## config.mk

```make
export PLATFORM = sky130hd
export DESIGN_NAME = register_file_param
export DESIGN_NICKNAME = d
export VERILOG_FILES = /design/src/rtl/regfile_pkg.sv /design/src/rtl/regfile_clear_seq.sv /design/src/rtl/register_file_param.sv
export SDC_FILE = /design/constraint.sdc
export NUM_CORES = 1
export LEC_CHECK = 0
export ABC_AREA = 1
export CAP_MARGIN = 10
export CORE_MARGIN = 1.5
export CORE_UTILIZATION = 59
export CTS_CLUSTER_SIZE = 40
export DETAILED_ROUTE_END_ITERATION = 8
export PLACE_DENSITY = 0.81
export SYNTH_ARGS = -nofsm -noshare
export SYNTH_HDL_FRONTEND = slang
export SYNTH_SLANG_ARGS = --single-unit
export TNS_END_PERCENT = 30
```

## constraint.sdc

```tcl
create_clock -name CLK -period 1.68 [get_ports CLK]
set_input_delay 0.252 -clock CLK [delete_from_list [all_inputs] [get_ports CLK]]
set_output_delay 0.252 -clock CLK [all_outputs]
set_load 0.005 [all_outputs]
```

## src/rtl/regfile_pkg.sv

```systemverilog
// Shared types and default sizes for the parametrised register file.
// Optional same-cycle write-through is enabled by defining REGFILE_BYPASS_EN.
package regfile_pkg;

    typedef enum logic {
        ST_IDLE     = 1'b0,
        ST_CLEARING = 1'b1
    } state_e;

    localparam int DEF_DATA_W = 8;
    localparam int DEF_DEPTH  = 8;

endpackage

```

## src/rtl/regfile_clear_seq.sv

```systemverilog
// Bulk-clear sequencer: walks the counter over every entry, one per cycle,
// and reports BUSY/DONE. The state is exported for observation.
module regfile_clear_seq
    import regfile_pkg::*;
#(
    parameter  int DEPTH  = DEF_DEPTH,
    localparam int ADDR_W = $clog2(DEPTH)
) (
    input  logic              i_clk,
    input  logic              i_rst_n,
    input  logic              i_clr,
    output logic              o_clr_we,
    output logic [ADDR_W-1:0] o_clr_addr,
    output logic              o_busy,
    output logic              o_done,
    output state_e            o_state
);

    localparam logic [ADDR_W-1:0] LAST   = ADDR_W'(DEPTH - 1);
    localparam logic [ADDR_W-1:0] PENULT = ADDR_W'(DEPTH - 2);

    state_e            r_state;
    logic [ADDR_W-1:0] r_cnt;
    logic              r_busy;
    logic              r_done;

    // DONE is registered one cycle early so it is high while the counter sits on LAST.
    always_ff @(posedge i_clk or negedge i_rst_n) begin
        if (!i_rst_n) begin
            r_state <= ST_IDLE;
            r_cnt   <= '0;
            r_busy  <= 1'b0;
            r_done  <= 1'b0;
        end else begin
            case (r_state)
                ST_IDLE: begin
                    r_done <= 1'b0;
                    if (i_clr) begin
                        r_state <= ST_CLEARING;
                        r_cnt   <= '0;
                        r_busy  <= 1'b1;
                    end
                end
                ST_CLEARING: begin
                    if (r_cnt == LAST) begin
                        r_state <= ST_IDLE;
                        r_cnt   <= '0;
                        r_busy  <= 1'b0;
                        r_done  <= 1'b0;
                    end else begin
                        r_cnt  <= r_cnt + 1'b1;
                        r_done <= (r_cnt == PENULT);
                    end
                end
                default: r_state <= ST_IDLE;
            endcase
        end
    end

    assign o_clr_we   = r_busy;
    assign o_clr_addr = r_cnt;
    assign o_busy     = r_busy;
    assign o_done     = r_done;
    assign o_state    = r_state;

endmodule

```

## src/rtl/register_file_param.sv

```systemverilog
// Two-read/one-write register file with optional hardwired-zero R0 and a
// sequenced bulk clear. Define REGFILE_BYPASS_EN for same-cycle write-through.
module register_file_param
    import regfile_pkg::*;
#(
    parameter  int DATA_W  = DEF_DATA_W,
    parameter  int DEPTH   = DEF_DEPTH,
    parameter  int ZERO_R0 = 0,
    localparam int ADDR_W  = $clog2(DEPTH)
) (
    input  logic              CLK,
    input  logic              RESET_N,
    input  logic [ADDR_W-1:0] SA,
    input  logic [ADDR_W-1:0] SB,
    input  logic              LD,
    input  logic [ADDR_W-1:0] DR,
    input  logic [DATA_W-1:0] D_in,
    input  logic              CLR,
    output logic [DATA_W-1:0] DataA,
    output logic [DATA_W-1:0] DataB,
    output logic              BUSY,
    output logic              DONE
);

    logic [DATA_W-1:0] r_mem [DEPTH];

    logic              w_clr_we;
    logic [ADDR_W-1:0] w_clr_addr;
    state_e            w_state;
    logic              w_ld_ok;
    logic              w_we;
    logic [ADDR_W-1:0] w_waddr;
    logic [DATA_W-1:0] w_wdata;
    logic [DATA_W-1:0] w_data_a;
    logic [DATA_W-1:0] w_data_b;

    regfile_clear_seq #(.DEPTH(DEPTH)) u_clear_seq (
        .i_clk      (CLK),
        .i_rst_n    (RESET_N),
        .i_clr      (CLR),
        .o_clr_we   (w_clr_we),
        .o_clr_addr (w_clr_addr),
        .o_busy     (BUSY),
        .o_done     (DONE),
        .o_state    (w_state)
    );

    // LD only counts in IDLE; a clear in progress silently drops it.
    assign w_ld_ok = LD && (w_state == ST_IDLE) && !((ZERO_R0 != 0) && (DR == '0));
    assign w_we    = w_clr_we || w_ld_ok;
    assign w_waddr = w_clr_we ? w_clr_addr : DR;
    assign w_wdata = w_clr_we ? '0 : D_in;

    always_ff @(posedge CLK or negedge RESET_N) begin
        if (!RESET_N) begin
            for (int i = 0; i < DEPTH; i++) begin
                r_mem[i] <= '0;
            end
        end else if (w_we) begin
            r_mem[w_waddr] <= w_wdata;
        end
    end

    always_comb begin
        w_data_a = r_mem[SA];
        w_data_b = r_mem[SB];
`ifdef REGFILE_BYPASS_EN
        if (w_ld_ok && (SA == DR)) w_data_a = D_in;
        if (w_ld_ok && (SB == DR)) w_data_b = D_in;
`endif
        if ((ZERO_R0 != 0) && (SA == '0)) w_data_a = '0;
        if ((ZERO_R0 != 0) && (SB == '0)) w_data_b = '0;
    end

    assign DataA = w_data_a;
    assign DataB = w_data_b;

endmodule

```

-- Word-level counts from Yosys, hierarchy flattened
Cells that the tools add are included.
- word-level logic and storage cells: 51
- register bits after elaboration: 70
- input bits: 21
- equal/unequal tests: 4
- mux-type cells: 22
- $add $sub $neg: 1
- reductions and logical operators: 4
- bitwise logic cells: 4
- magnitude comparators: 4
- operator list (kind ; number):
    $bwmux 64 ; 1
    $bmux 8 s3 ; 2
    $mux 8 ; 6
    $demux 8 s3 ; 1
    $ge 4x4->1 const B ; 3
    $not 3->4 ; 3
    $mux 3 ; 3
    $eq 3x3->1 const B ; 2
    $pmux 1 s2 ; 3
    $pmux 3 s2 ; 1
    $mux 1 ; 5
    $lt 4x1->1 const B ; 1
    $ne 2x2->1 const B ; 2
    $add 3x1->3 const B ; 1
    $logic_and 1x1->1 ; 2
    $reduce_and 2->1 ; 1
    $logic_or 1x1->1 ; 1
    $not 1->1 ; 1

-- Depth between registers and ports, before layout
- depth in word-level cells: 7
- depth in mapped cells: 8
- gate-level depth less buffers: 7

-- Cells and area by module
From an unflattened synthesis, not the netlist that was laid out.
- cells, all modules: 720
- area, all modules: 4623.2 sq um
- by module, submodules not included (module ; area each (sq um) ; times used ; cells each):
    register_file_param ; 4334.2 ; 1 ; 689
    regfile_clear_seq ; 289.0 ; 1 ; 31

-- Worst setup path before layout
Ideal clock, no wire load.
- path kind: reg2reg
- from: reg u_clear_seq.r_busy (netlist: u_clear_seq.o_busy)
- to: reg r_mem[0] (netlist bit)
- setup slack: 0.346 ns
- arrival: 1.218 ns
- path buffers: 3
- cell stages (with the launch flop): 8
- required time: 1.563 ns
- cells stage by stage: dfrtp_1 buf_6 buf_6 a21oi_4 nor2_8 buf_6 nand3_1 nand2_1
- longest elaborated chain between the ends: 7
- ends and longest elaborated chain (what ; RTL line ; RTL):
    start, declared ; regfile_clear_seq.sv:24 ; logic r_busy;
    start signal, assigned ; regfile_clear_seq.sv:32 ; r_busy <= 1'b0;
    start signal, assigned ; regfile_clear_seq.sv:41 ; r_busy <= 1'b1;
    start signal, assigned ; regfile_clear_seq.sv:48 ; r_busy <= 1'b0;
    $mux 3 ; register_file_param.sv:51 ; assign w_waddr = w_clr_we ? w_clr_addr : DR;
    $not 3->4 (not written as such) ; register_file_param.sv:60 ; r_mem[w_waddr] <= w_wdata;
    $ge 4x4->1 (not written as such) or $lt 4x1->1 (tied branches) ; register_file_param.sv:60 ;
    $logic_and 1x1->1 (not written as such) ; register_file_param.sv:60 ;
    $mux 8 (not written as such) ; register_file_param.sv:60 ;
    $demux 8 s3 ; register_file_param.sv:60 ;
    $bwmux 64 ; register_file_param.sv:60 ;
    end signal, assigned by index ; register_file_param.sv:60 ;
    end, declared ; register_file_param.sv:25 ; logic [DATA_W-1:0] r_mem [DEPTH];
Several ways; a longest one is shown, not always the timed one.
A chain may end at the register's enable or synchronous reset.

-- Final worst setup path
- from: reg r_mem[33] (netlist bit)
- to: out DataB[1]
- longest elaborated chain between the ends: 3
- ends and longest elaborated chain (what ; RTL line ; RTL):
    $bmux 8 s3 ; register_file_param.sv:66 ; w_data_b = r_mem[SB];
    $mux 8 (not written as such) (2 in series) ; register_file_param.sv:66 ;
    end, declared ; register_file_param.sv:20 ; output logic [DATA_W-1:0] DataB,
No other way between the ends. The select of a mux whose other input is x is not followed.

==> key figures <==
Detailed routing
  – DRT iter0 DRCs: between 300 and 400
  – Post-DRT Antenna Nets: 0
  – DRT Pass-1 Iters: 5
  – DRC: 0
  – Routed via count: 4838
  – Wire length per cell: approximately 15 um
  – Final WL: about 14 mm
  – Drt via density: 5.448

Setup path
  – Critical path capture point type: output port
  – Max FO, Critical Path: 2
  – Setup CP Type: reg -> out
  – Slowest CP cell: dfrtp_1
  – Slowest stage delay, CP: about 0.4 ns
  – CP Data Arrival Time: 1.42 ns
  – Worst path cell trace: inv_1, nand2_1, nand3_1, nand2_1, nand2_1, nand2_1, dlygate4sd2_1
  – Crit-path most repeated cell: nand2_1
  – CP required: between 1 and 1.5 ns
  – Startpoint Class: flop

STA
  – Period utilization: roughly 100%
  – Worst slew margin: roughly two thirds
  – Fin. Hold Viols: 0
  – RSZ-0062 raised after global routing: true
  – Clk_skew: 0.007901 ns
  – Max Fclk: about 0.6 GHz
  – Final slew viol count: 0
  – Worst Hold Margin: 0.4171 ns
  – Worst slew pin tran: approximately 0.52 ns
  – Tmin final: 1.677 ns
  – Count of final setup violators: 0

Pwr
  – Pwr/cell area: around 1500 nW/um^2
  – Max VDD drop: ~1.2 mV
  – Leak pwr: ~0.0033 uW

Cells and area
  – Most frequent cells in the layout: nand2_1, nand3_1, dfrtp_1
  – Layout fillers: around 600
  – Most common cell after layout, fill and taps aside: nand2_1
  – Register Area: between 1500 and 2000 sq um
  – Multi-input combinational cell area: about 2400 sq um
  – Syn-to-layout area delta: 22.26%
  – # nets final: roughly 810
  – Diode count: 0
  – Layout cells sized above 1: 20.36%
  – Post-layout util: between 70% and 80%

Outcome
  – Outcome: finished, final reports clean

Clock network
  – Clk buf depth: 2
  – Clock latency on the worst-skew pair: roughly 0.35 ns
  – CTS buffer count: 9
  – Clock-pin slew on the worst setup and hold paths: 0.08 ns
  – CTS Root Cell: clkbuf_8
  – CTS tree: done
  – Sink Count: 70
  – H-tree depth: 3

Synthesis
  – Syn Nets: 737
  – Syn Area/Cell: 6.488 sq um
  – Synth Register Bits: 70
  – Yosys cell types: 21
  – Seq/Total Area, Yosys: a little under two fifths
  – Ys Warns: 0
  – Mapped Cells: 712
  – Cell area after synthesis: around 4600 sq um

Placement
  – Port buffer count: 38
  – Placer Congestion: approximately 0.96
  – Final HPWL DP: 9.825 mm

GRT
  – Grt total ovfl: 0
  – Vias in the first global route: between 4000 and 5000
  – Initial antenna violation count: 0
  – Pin count of the biggest net entering global routing: 33
  – First-pass GRT wire length: 22.33 mm
  – Total GRT Usage: about a third

Die
  – CORE AREA: around 7600 sq um
  – Die W: 91.49 um
  – Die Y: ~91 um
  – Io pins: 39
  – DIE AREA: 8370 sq um
  – Row count: 32
  – Initial core utilization: between 60% and 70%

Flow run
  – Number of max-cap violations: 0

Hold path
  – Min-delay worst type: in -> async
==> worst paths after layout <==
kind / startpoint / endpoint / slack (ns) / depth (start not counted)
worst max register to register: u_clear_seq.o_busy / r_mem[32] / 0.20 / 7
max in group asynchronous: RESET_N / r_mem[48] / 0.75 / 3
worst min-delay path: RESET_N / r_mem[26] / 0.42 / 2
worst min register to register: r_mem[60] / r_mem[60] / 0.48 / 2
min in group CLK: r_mem[60] / r_mem[60] / 0.48 / 2
worst max-delay path: r_mem[33] / DataB[1] / 0.003 / 7
==> timing repair <==
action,in CTS,in global routing
hold buffers,1,0
pin swaps,2,6
gates resized for setup,39,58
gates cloned,2,1
endpoints found under the setup margin,16,16
hold endpoints to repair,17,0
setup buffers,4,6
==> synth_stat cells <==
library cell  number  share of area [%]
clkbuf_1          13                1.1
buf_6              9                2.2
nor2_8             5                2.2
inv_1             85                6.9
dfrtp_1           70                 38
ha_1               4                1.1
nand2_2           15                2.0
buf_2              8               0.87
buf_1              1              0.081
nor2_4             1               0.24
o21ai_0            3               0.32
o22ai_1            1               0.14
a21oi_4            1               0.35
nand3_1          128                 14
nand2_4            3               0.73
or2_2              1               0.14
buf_4              3               0.49
nor2_1            10               0.81
inv_2              2               0.16
nand2_1          348                 28
a22oi_1            1               0.16
==> cells by family after synthesis <==
family,Yosys count,share of synthesized area (%)
buf+inv,121,11.76
compound gates,6,0.9752
flops,70,37.92
simple gates,511,48.27
fa+ha+maj,4,1.083
==> worst max-delay path, delay by kind of cell, from the launching register on <==
kind | cells | cell delay, ns
buf+inv | 2 | 0.34
flops | 1 | 0.40
simple gates | 5 | 0.33
==> power breakdown <==
part           switching [uW]  internal (uW)  leakage [uW]
logic                    2860           1640       0.00231
registers                 434           2260      0.000937
clock network             645            576     0.0000893
==> metrics by stage <==
stage	setup WS (ns)	instances	power, uW	instance area [sq um]	setup TNS (ns)
after floorplan	0.3457	712	5640	4619	0
after global placement	-0.4190	858	6776	5294	-6.452
after detailed placement	-0.4447	858	6941	5294	-6.747
after CTS	-0.1981	881	8200	5538	-0.1981
after global routing	-0.06618	888	9033	5648	-0.2641
final	0.003201	888	8409	5648	0
==> layer usage <==
metal / routed length (um) / track usage, %
met1: 5627 / 45.30
met2: 6360 / 53.42
met3: 1308 / 9.213
met4: 278 / 13.80
met5: 0 / 0
==> final cells by class <==
cell class              instances  share of cell area [%]
multi-input cells             521                   42.18
flip-flops and latches         70                   31.01
repair buffers                 92                   15.64
inverters                      87                   5.782
clock buffers                  11                   2.503
well taps                     102                   2.260
clock inverters                 5                  0.6203
==> registers in the layout (all words and copies together) (netlist names) <==
signal                  flops
r_mem                      64
u_clear_seq.o_busy          1
u_clear_seq.o_clr_addr      3
u_clear_seq.o_done          1
u_clear_seq.o_state         1
(Power assumes the default switching activity.)
